### src/rtl/systolic_array_sequencer.sv
// systolic_array_sequencer
// Initiator-side controller for a weight-stationary N x N systolic array.
// Accepts a weight matrix (cfg stream) and a stream of input vectors (x stream),
// drives the array's load/start controls and operand buses, holds start for a
// fixed settle window, captures the array result and returns it on the y stream.
//
// Ports
//   clk, reset            : single clock (rising edge), async active-low reset
//   cfg_valid/cfg_ready   : weight-load handshake, cfg_weights = N*N elements
//   x_valid/x_ready       : input-vector handshake, x_data = N elements, x_last
//   y_valid/y_ready       : result handshake, y_data = N elements, y_last
//   arr_load_weights      : one-cycle weight load pulse to the array
//   arr_start             : held high for SETTLE_CYCLES per vector
//   arr_x, arr_w          : registered operand buses to the array
//   arr_y, arr_done       : array result and completion flag
//   vec_count             : results delivered since last cfg accept (wraps)
//   err_no_done           : sticky, set when arr_done is low at capture
module systolic_array_sequencer #(
    parameter int DATA_WIDTH    = 16,
    parameter int N             = 4,
    parameter int SETTLE_CYCLES = 2 * N
) (
    input  logic                         clk,
    input  logic                         reset,
    input  logic                         cfg_valid,
    output logic                         cfg_ready,
    input  logic [N*N*DATA_WIDTH-1:0]    cfg_weights,
    input  logic                         x_valid,
    output logic                         x_ready,
    input  logic [N*DATA_WIDTH-1:0]      x_data,
    input  logic                         x_last,
    output logic                         y_valid,
    input  logic                         y_ready,
    output logic [N*DATA_WIDTH-1:0]      y_data,
    output logic                         y_last,
    output logic                         arr_load_weights,
    output logic                         arr_start,
    output logic [N*DATA_WIDTH-1:0]      arr_x,
    output logic [N*N*DATA_WIDTH-1:0]    arr_w,
    input  logic [N*DATA_WIDTH-1:0]      arr_y,
    input  logic                         arr_done,
    output logic [15:0]                  vec_count,
    output logic                         err_no_done
);

    localparam int CNT_W = (SETTLE_CYCLES > 1) ? $clog2(SETTLE_CYCLES + 1) : 1;

    typedef enum logic [2:0] {
        IDLE,
        LOAD,
        WAIT_X,
        RUN,
        DRAIN,
        OUT
    } state_t;

    state_t           state;
    logic [CNT_W-1:0] settle_cnt;
    logic             last_flag;

    // Handshake/control outputs are registered alongside the state so each one
    // is asserted exactly in the cycles its state is active, with no path from
    // any *_valid/*_ready input to an output.
    always_ff @(posedge clk or negedge reset) begin
        if (!reset) begin
            state            <= IDLE;
            settle_cnt       <= '0;
            last_flag        <= 1'b0;
            cfg_ready        <= 1'b1;
            x_ready          <= 1'b0;
            y_valid          <= 1'b0;
            y_last           <= 1'b0;
            y_data           <= '0;
            arr_load_weights <= 1'b0;
            arr_start        <= 1'b0;
            arr_x            <= '0;
            arr_w            <= '0;
            vec_count        <= '0;
            err_no_done      <= 1'b0;
        end else begin
            case (state)
                IDLE: begin
                    if (cfg_valid) begin
                        arr_w            <= cfg_weights;
                        vec_count        <= '0;
                        err_no_done      <= 1'b0;
                        cfg_ready        <= 1'b0;
                        arr_load_weights <= 1'b1;
                        state            <= LOAD;
                    end
                end
                LOAD: begin
                    arr_load_weights <= 1'b0;
                    x_ready          <= 1'b1;
                    state            <= WAIT_X;
                end
                WAIT_X: begin
                    if (x_valid) begin
                        arr_x      <= x_data;
                        last_flag  <= x_last;
                        settle_cnt <= CNT_W'(SETTLE_CYCLES);
                        x_ready    <= 1'b0;
                        arr_start  <= 1'b1;
                        state      <= RUN;
                    end
                end
                RUN: begin
                    // Counter holds SETTLE_CYCLES in the first RUN cycle, so
                    // reaching 1 marks the last cycle of the settle window.
                    if (settle_cnt == CNT_W'(1)) begin
                        arr_start <= 1'b0;
                        state     <= DRAIN;
                    end else begin
                        settle_cnt <= settle_cnt - CNT_W'(1);
                    end
                end
                DRAIN: begin
                    y_data  <= arr_y;
                    if (!arr_done) begin
                        err_no_done <= 1'b1;
                    end
                    y_valid <= 1'b1;
                    y_last  <= last_flag;
                    state   <= OUT;
                end
                OUT: begin
                    if (y_ready) begin
                        y_valid   <= 1'b0;
                        y_last    <= 1'b0;
                        vec_count <= vec_count + 16'd1;
                        if (last_flag) begin
                            cfg_ready <= 1'b1;
                            state     <= IDLE;
                        end else begin
                            x_ready <= 1'b1;
                            state   <= WAIT_X;
                        end
                    end
                end
                default: begin
                    state            <= IDLE;
                    cfg_ready        <= 1'b1;
                    x_ready          <= 1'b0;
                    y_valid          <= 1'b0;
                    arr_load_weights <= 1'b0;
                    arr_start        <= 1'b0;
                end
            endcase
        end
    end

endmodule

### config.mk
export PLATFORM = sky130hd
export DESIGN_NAME = systolic_array_sequencer
export DESIGN_NICKNAME = d
export VERILOG_FILES = /design/src/rtl/systolic_array_sequencer.sv
export SDC_FILE = /design/constraint.sdc
export NUM_CORES = 1
export LEC_CHECK = 0
export ABC_AREA = 1
export BUFFER_PORTS_ARGS = -buffer_cell sky130_fd_sc_hd__buf_2
export CAP_MARGIN = 20
export CORE_AREA = 2 2 311 313
export DETAILED_ROUTE_END_ITERATION = 8
export DIE_AREA = 0 0 313 315
export GPL_TIMING_DRIVEN = 0
export PLACE_DENSITY = 0.47
export SKIP_LAST_GASP = 1
export SLEW_MARGIN = 20
export SYNTH_ARGS = -nofsm -noshare
export SYNTH_HDL_FRONTEND = slang
export SYNTH_SLANG_ARGS = --single-unit
### constraint.sdc
create_clock -name clk -period 2.7 [get_ports clk]
set_clock_uncertainty 0.2 [all_clocks]
set_input_delay 0.405 -clock clk [delete_from_list [all_inputs] [get_ports clk]]
set_output_delay 0.405 -clock clk [all_outputs]
set_load 0.03 [all_outputs]
==> results.cfg, run 1 <==
[yosys]
synth_flop_cell = dfrtp_1
muxShareOfSynthArea_pct = 4.46
yosysTopAreaCellShare_pct = 64.1
yosysSeqAreaShare_pct = 64.2
synthAdderAreaFrac_pct = 0.310
syn_nets = 2118
yosysTopAreaCell = dfrtp_1
syn_area_mm2 = 0.0162
synthSimpleGateAreaFrac_pct = 26.2
ys_seq_elements = 415
synth-compound-area-share_pct = 1.06
synthTopCellsByCount = nand2_1, dfrtp_1, mux2_2
synth_cell_type_count = 28
postSynthCellCount = 1723
yosysWarnings = 0
avgSynthCellArea_um2 = 9.38
synth.most_common_cell = nand2_1
synth_top_family_by_area = simple AND/OR/NAND/NOR gates
synth.area.top_cells = dfrtp_1, nand2_1, mux2_2
synth_xor_xnor_area_share_pct = 0
synth_edf_count = 0
async_flop_share_pct = 100

[drt]
wl_met2_um = 33800
vias = 15900
first_pass_iters = 8
top_layer_used = met5
drtIter0Drc = 820
drc = 0
met1_length_um = 27200
wire_per_inst_um = 15.9
wl_um = 68200
drtAntennaViolNets = 0
met3_length_um = 4730
viasPerCell = 3.72

[placement]
gp_congestion = 0.859
io_buffers = 797
hpwlAfterDp_um = 51100

[setup_path]
crit_chain = buf_6, nor2_4, nand2_2, nor2_4, inv_2, buf_6, buf_2, nand2_1, nand2_1
r2r-start = state[0]
rr_endpoint = arr_w[159]
crit_path_end = arr_w[159]
max_stage_delay_ns = 0.38
startpoint = state[0]
cp_max_fo = 10
cp_slowest_cell = nor2_4
r2r_setup_slack_ns = 0.29
arrival_ns = 2.69
endpoint_kind = flop
reg2reg_depth = 9
start_kind = flop
crit_required_ns = 2.98
worst-setup-path-type = flop to flop

[sta]
setup_viol = 0
slew_headroom_pct = 61.7
clock.fmax_mhz = 415
drv_slew = 0
period_needed_ns = 2.41
fin_tns_setup_ns = 0
rsz0062_at_grt = no
tightestPinTransition_ns = 0.574
fin_crit_sh_pct = 89.2
final_hold_viol_count = 0
whs_ns = 0.0871

[finish]
register_area_mm2 = 0.0104
drive_above_1_share_pct = 34.6
multiInputGateArea_mm2 = 0.00517
final_net_count = 3360
area_growth_pct = 69.6
final_util_pct = 28.7
num-fill-cells = 10200

[floorplan]
std_cell_rows = 114
dieHeight_um = 315
die-area_mm2 = 0.0986
io_pins = 798
coreArea_mm2 = 0.0957
start_util_pct = 16.9
die_w_um = 313

[global_route]
track_usage_pct = 13.2
overflow = 0
grt_pass1_wl_um = 100000
grt_pass1_vias = 16400
antenna_found_initial = 5
grt_max_degree = 84

[power_and_ir_drop]
total_power_mw = 32.3
power_density_mw_per_mm2 = 1180
p_leak_nw = 14.8
peakVddDrop_mv = 0.596

[clocking]
cts_root_buffer = clkbuf_16
cts_inserted_buffers = 49
cts_tree = done
path_clk_slew_ns = 0.06
cts_sinks = 415
htreeDepth = 2
cts_resized = 0
clockBufferDepth = 3
worstSkewPairLatency_ns = 0.60

[worst_hold_path]
hold_path.class = input pin to asynchronous set/reset pin

[run_status]
run_status = finished clean

[job]
cap_violations = 0
==> routing by layer <==
metal / vias up / GRT usage (%)
li1: 7800 / -
met1: 7429 / 15.5
met2: 597 / 23.1
met3: 115 / 3.70
met4: 8 / 4.86
met5: - / 0
==> cells in the final DEF, fill, tap and decap left out, types with 2 or more instances in the layout <==
cell / instances
nand2_1: 1020
clkbuf_8: 17
nand3_1: 26
a21oi_1: 16
buf_6: 15
clkinv_4: 2
clkinv_2: 12
clkbuf_1: 11
mux2_2: 64
inv_1: 25
nor2_2: 2
nand2_2: 2
nor3_1: 3
buf_4: 5
buf_16: 5
dfrtp_1: 414
inv_2: 4
clkbuf_16: 51
buf_2: 849
nand4_1: 8
nor2_4: 2
nor2_1: 30
diode_2: 3
dlygate4sd3_1: 389
o21ai_0: 14
ha_1: 4
==> what timing repair did <==
action                                  4_1_cts  5_1_grt
setup buffers                                 0        0
hold buffers                                389        0
endpoints found under the hold margin       573        0
endpoints found under the setup margin        0        0
==> critical path: cells and delay by family, from the launching register on <==
kind	cells	cell delay [ns]
buf+inv	4	0.91
flops	1	0.37
simple gates	5	0.78
==> worst min-delay path by stage <==
| stage | start | endpoint | slack [ns] |
|---|---|---|---|
| final | reset | arr_w[168] | 0.09 |
| after global routing | reset | arr_w[14] | 0.07 |
| after CTS | reset | arr_w[168] | 0.04 |
| after detailed placement | reset | arr_w[168] | 0.12 |
| after global placement | arr_w[201] | arr_w[201] | 0.25 |
| after floorplan | reset | arr_load_weights | -0.09 |
==> power by group <==
part           switching (mW)  leakage, nW  internal (mW)  total, mW
sequential               1.57         5.14           9.08       10.6
clock                    2.77        0.816           3.90       6.67
combinational            10.6         8.84           4.44       15.0
total                    14.9         14.8           17.4       32.3
==> cell families after synthesis <==
logic type,count (synthesis)
muxes,64
and+or+nand+nor,1097
adders and majority gates,4
AOI/OAI and AO/OA,33
buffers and inverters,110
DFF,415
==> layout make-up <==
cell class,instances,share of cell area [%]
Buffer,81,1.83
Clock inverter,16,0.342
Sequential cell,415,37.9
Inverter,29,0.397
Antenna cell,3,0.0274
Clock buffer,73,5.57
Multi-Input combinational cell,1198,18.9
Tap cell,1276,5.82
Timing Repair Buffer,1191,29.3
==> flip-flops by register name, summed over array words and instances (netlist names) <==
name              count
err_no_done           1
arr_start             1
y_data               64
x_ready               1
settle_cnt            4
arr_x                64
state                 3
vec_count            16
last_flag             1
y_last                1
arr_load_weights      1
cfg_ready             1
y_valid               1
arr_w               256
==> stage by stage <==
step,setup slack (ns),cells,cell area (µm²)
CTS,0.0735,4279,27400
global route,0.0506,4280,27400
finish,0.292,4282,27400
global placement,-8.22,3796,21800
floorplan,0.981,1723,16200
detailed placement,0.0922,3801,21900
Note: power is estimated with default switching activity, not from simulation.
==> run 2: changes to the inputs <==
- GPL_TIMING_DRIVEN: 0 -> default
- MAX_ROUTING_LAYER: default -> met4
- SETUP_SLACK_MARGIN: default -> 0.15
==> run 2 against run 1 <==
  * Clock power up 6.0%
  * Power up 0.42%
  * Die area unchanged
  * Critical path type unchanged
  * Largest cell class unchanged
==> results.cfg, run 2 (synthesis gave the netlist of run 1 again) <==
[floorplan]
die_w_um = 313
die-area_mm2 = 0.0986
io_pins = 798
dieHeight_um = 315
coreArea_mm2 = 0.0957
start_util_pct = 16.9
std_cell_rows = 114

[clocking]
worstSkewPairLatency_ns = 0.59
cts_inserted_buffers = 49
cts_tree = done
cts_resized = 0
path_clk_slew_ns = 0.06
htreeDepth = 2
cts_sinks = 415
cts_root_buffer = clkbuf_16
clockBufferDepth = 3

[power_and_ir_drop]
p_switching_mw = 14.6
p_leak_nw = 14.7
power_density_mw_per_mm2 = 1180
p_clk_share_pct = 21.8
comb_power_share_pct = 45.4
intPower_mw = 17.8
p_sw_share_pct = 45.1
peakVddDrop_mv = 0.584
power_frac_seq_pct = 32.9

[worst_hold_path]
hold_path.class = input pin to asynchronous set/reset pin

[setup_path]
r2r_setup_slack_ns = 0.55
cp_max_fo = 81
endpoint_kind = flop
crit_required_ns = 3.04
arrival_ns = 2.48
worst-setup-path-type = flop to flop
start_kind = flop

[global_route]
track_usage_pct = 12.6
overflow = 0
grt_pass1_wl_um = 94600
grt_pass1_vias = 16300
grt_max_degree = 82
antenna_found_initial = 3

[sta]
whs_ns = 0.157
setup_viol = 0
clock.fmax_mhz = 465
final_hold_viol_count = 0
period_needed_ns = 2.15
rsz0062_at_grt = no
fin_crit_sh_pct = 79.6
slew_headroom_pct = 58.3
fin_tns_setup_ns = 0
drv_slew = 0
tightestPinTransition_ns = 0.625

[finish]
area_growth_pct = 69.7
top_register = arr_w
drive_above_1_share_pct = 33.5
final_cell_count_no_fill = 4236
reg_top3 = arr_w: 256 flops, arr_x: 64 flops, y_data: 64 flops
num-fill-cells = 10200
final_net_count = 3318
largest_register_ffs = 256
final_cell_mix = nand2_1, buf_2, dfrtp_1
layout_commonest_cell = nand2_1

[drt]
drc = 0
wl_um = 63400
first_pass_iters = 4
viasPerCell = 3.74
wire_per_inst_um = 15.0
drtIter0Drc = 863
vias = 15900
drtAntennaViolNets = 0

[job]
cap_violations = 0

[run_status]
run_status = finished clean

[placement]
gp_congestion = 0.811
hpwlAfterDp_um = 45300
post-place-cells = 3759
io_buffers = 797
[run 2: changes by cell type in the layout (fill, tap and decap cells not counted), sizes merged]
cell / delta
clkbuf: -7
clkinvlp: +1
inv: -1
bufinv: +7
buf: -35
clkinv: -11
[run 2: final timing paths]
| kind | from | depth (start not counted) | endpoint |
|---|---|---|---|
| setup / recovery | state[0] | 7 | arr_w[141] |
| min in group clk | x_valid | 5 | state[1] |
| max in group asynchronous | reset | 3 | arr_w[194] |
| hold / removal | reset | 2 | arr_w[133] |
| setup reg to reg | state[0] | 7 | arr_w[141] |
| hold reg to reg | y_data[45] | 2 | y_data[45] |
[run 2: power groups by stage]
stage / sequential, mW / clock [mW] / combinational [mW]
after floorplan: 16.1 / 0 / 3.86
after global placement: 10.7 / 0 / 14.4
after CTS: 10.6 / 7.34 / 14.9
after global routing: 11.0 / 7.59 / 15.9
after detailed placement: 10.7 / 0 / 14.5
final: 10.7 / 7.07 / 14.7
[run 2: layout make-up]
cell class              count  area [µm²]  share of cell area, %
multi-input cells        1198        5180                   18.9
repair buffers           1230        8460                   30.8
clock inverters            12         251                  0.916
clock buffers              73        1450                   5.28
inverters                  29         116                  0.424
diodes                      3        7.51                 0.0274
well taps                1276        1600                   5.82
flip-flops and latches    415       10400                   37.8
[run 2: layer usage]
metal,wire length [µm],up-vias,GRT usage (%)
met1,27100,7468,15.2
met3,3750,110,2.87
met5,0,-,-
li1,-,7710,-
met2,30700,575,20.8
met4,1910,0,4.20
[run 2: per-stage QoR]
| stage | instance area [µm²] | utilization (%) | power, mW | setup WS, ns |
|---|---|---|---|---|
| 2_1_floorplan | 16200 | - | 20.0 | 0.981 |
| 3_3_place_gp | 21800 | 22.8 | 25.0 | 0.601 |
| 3_5_place_dp | 21800 | 22.8 | 25.1 | 0.561 |
| 4_1_cts | 27400 | 28.7 | 32.9 | 0.564 |
| 5_1_grt | 27400 | 28.7 | 34.5 | 0.401 |
| 6_report | 27400 | 28.7 | 32.5 | 0.552 |
[run 2: critical path, stage by stage, from the launching register on]
cell,delay [ns]
dfrtp_1,0.50
nor2_4,0.20
nand2_2,0.10
nor2_4,0.23
buf_12,0.23
buf_12,0.34
nand2_1,0.12
nand2_1,0.08
[run 2: timing repair]
action / 4_1_cts / 5_1_grt
hold buffers: 389 / 0
hold endpoints to repair: 635 / 0
setup buffers: 0 / 0
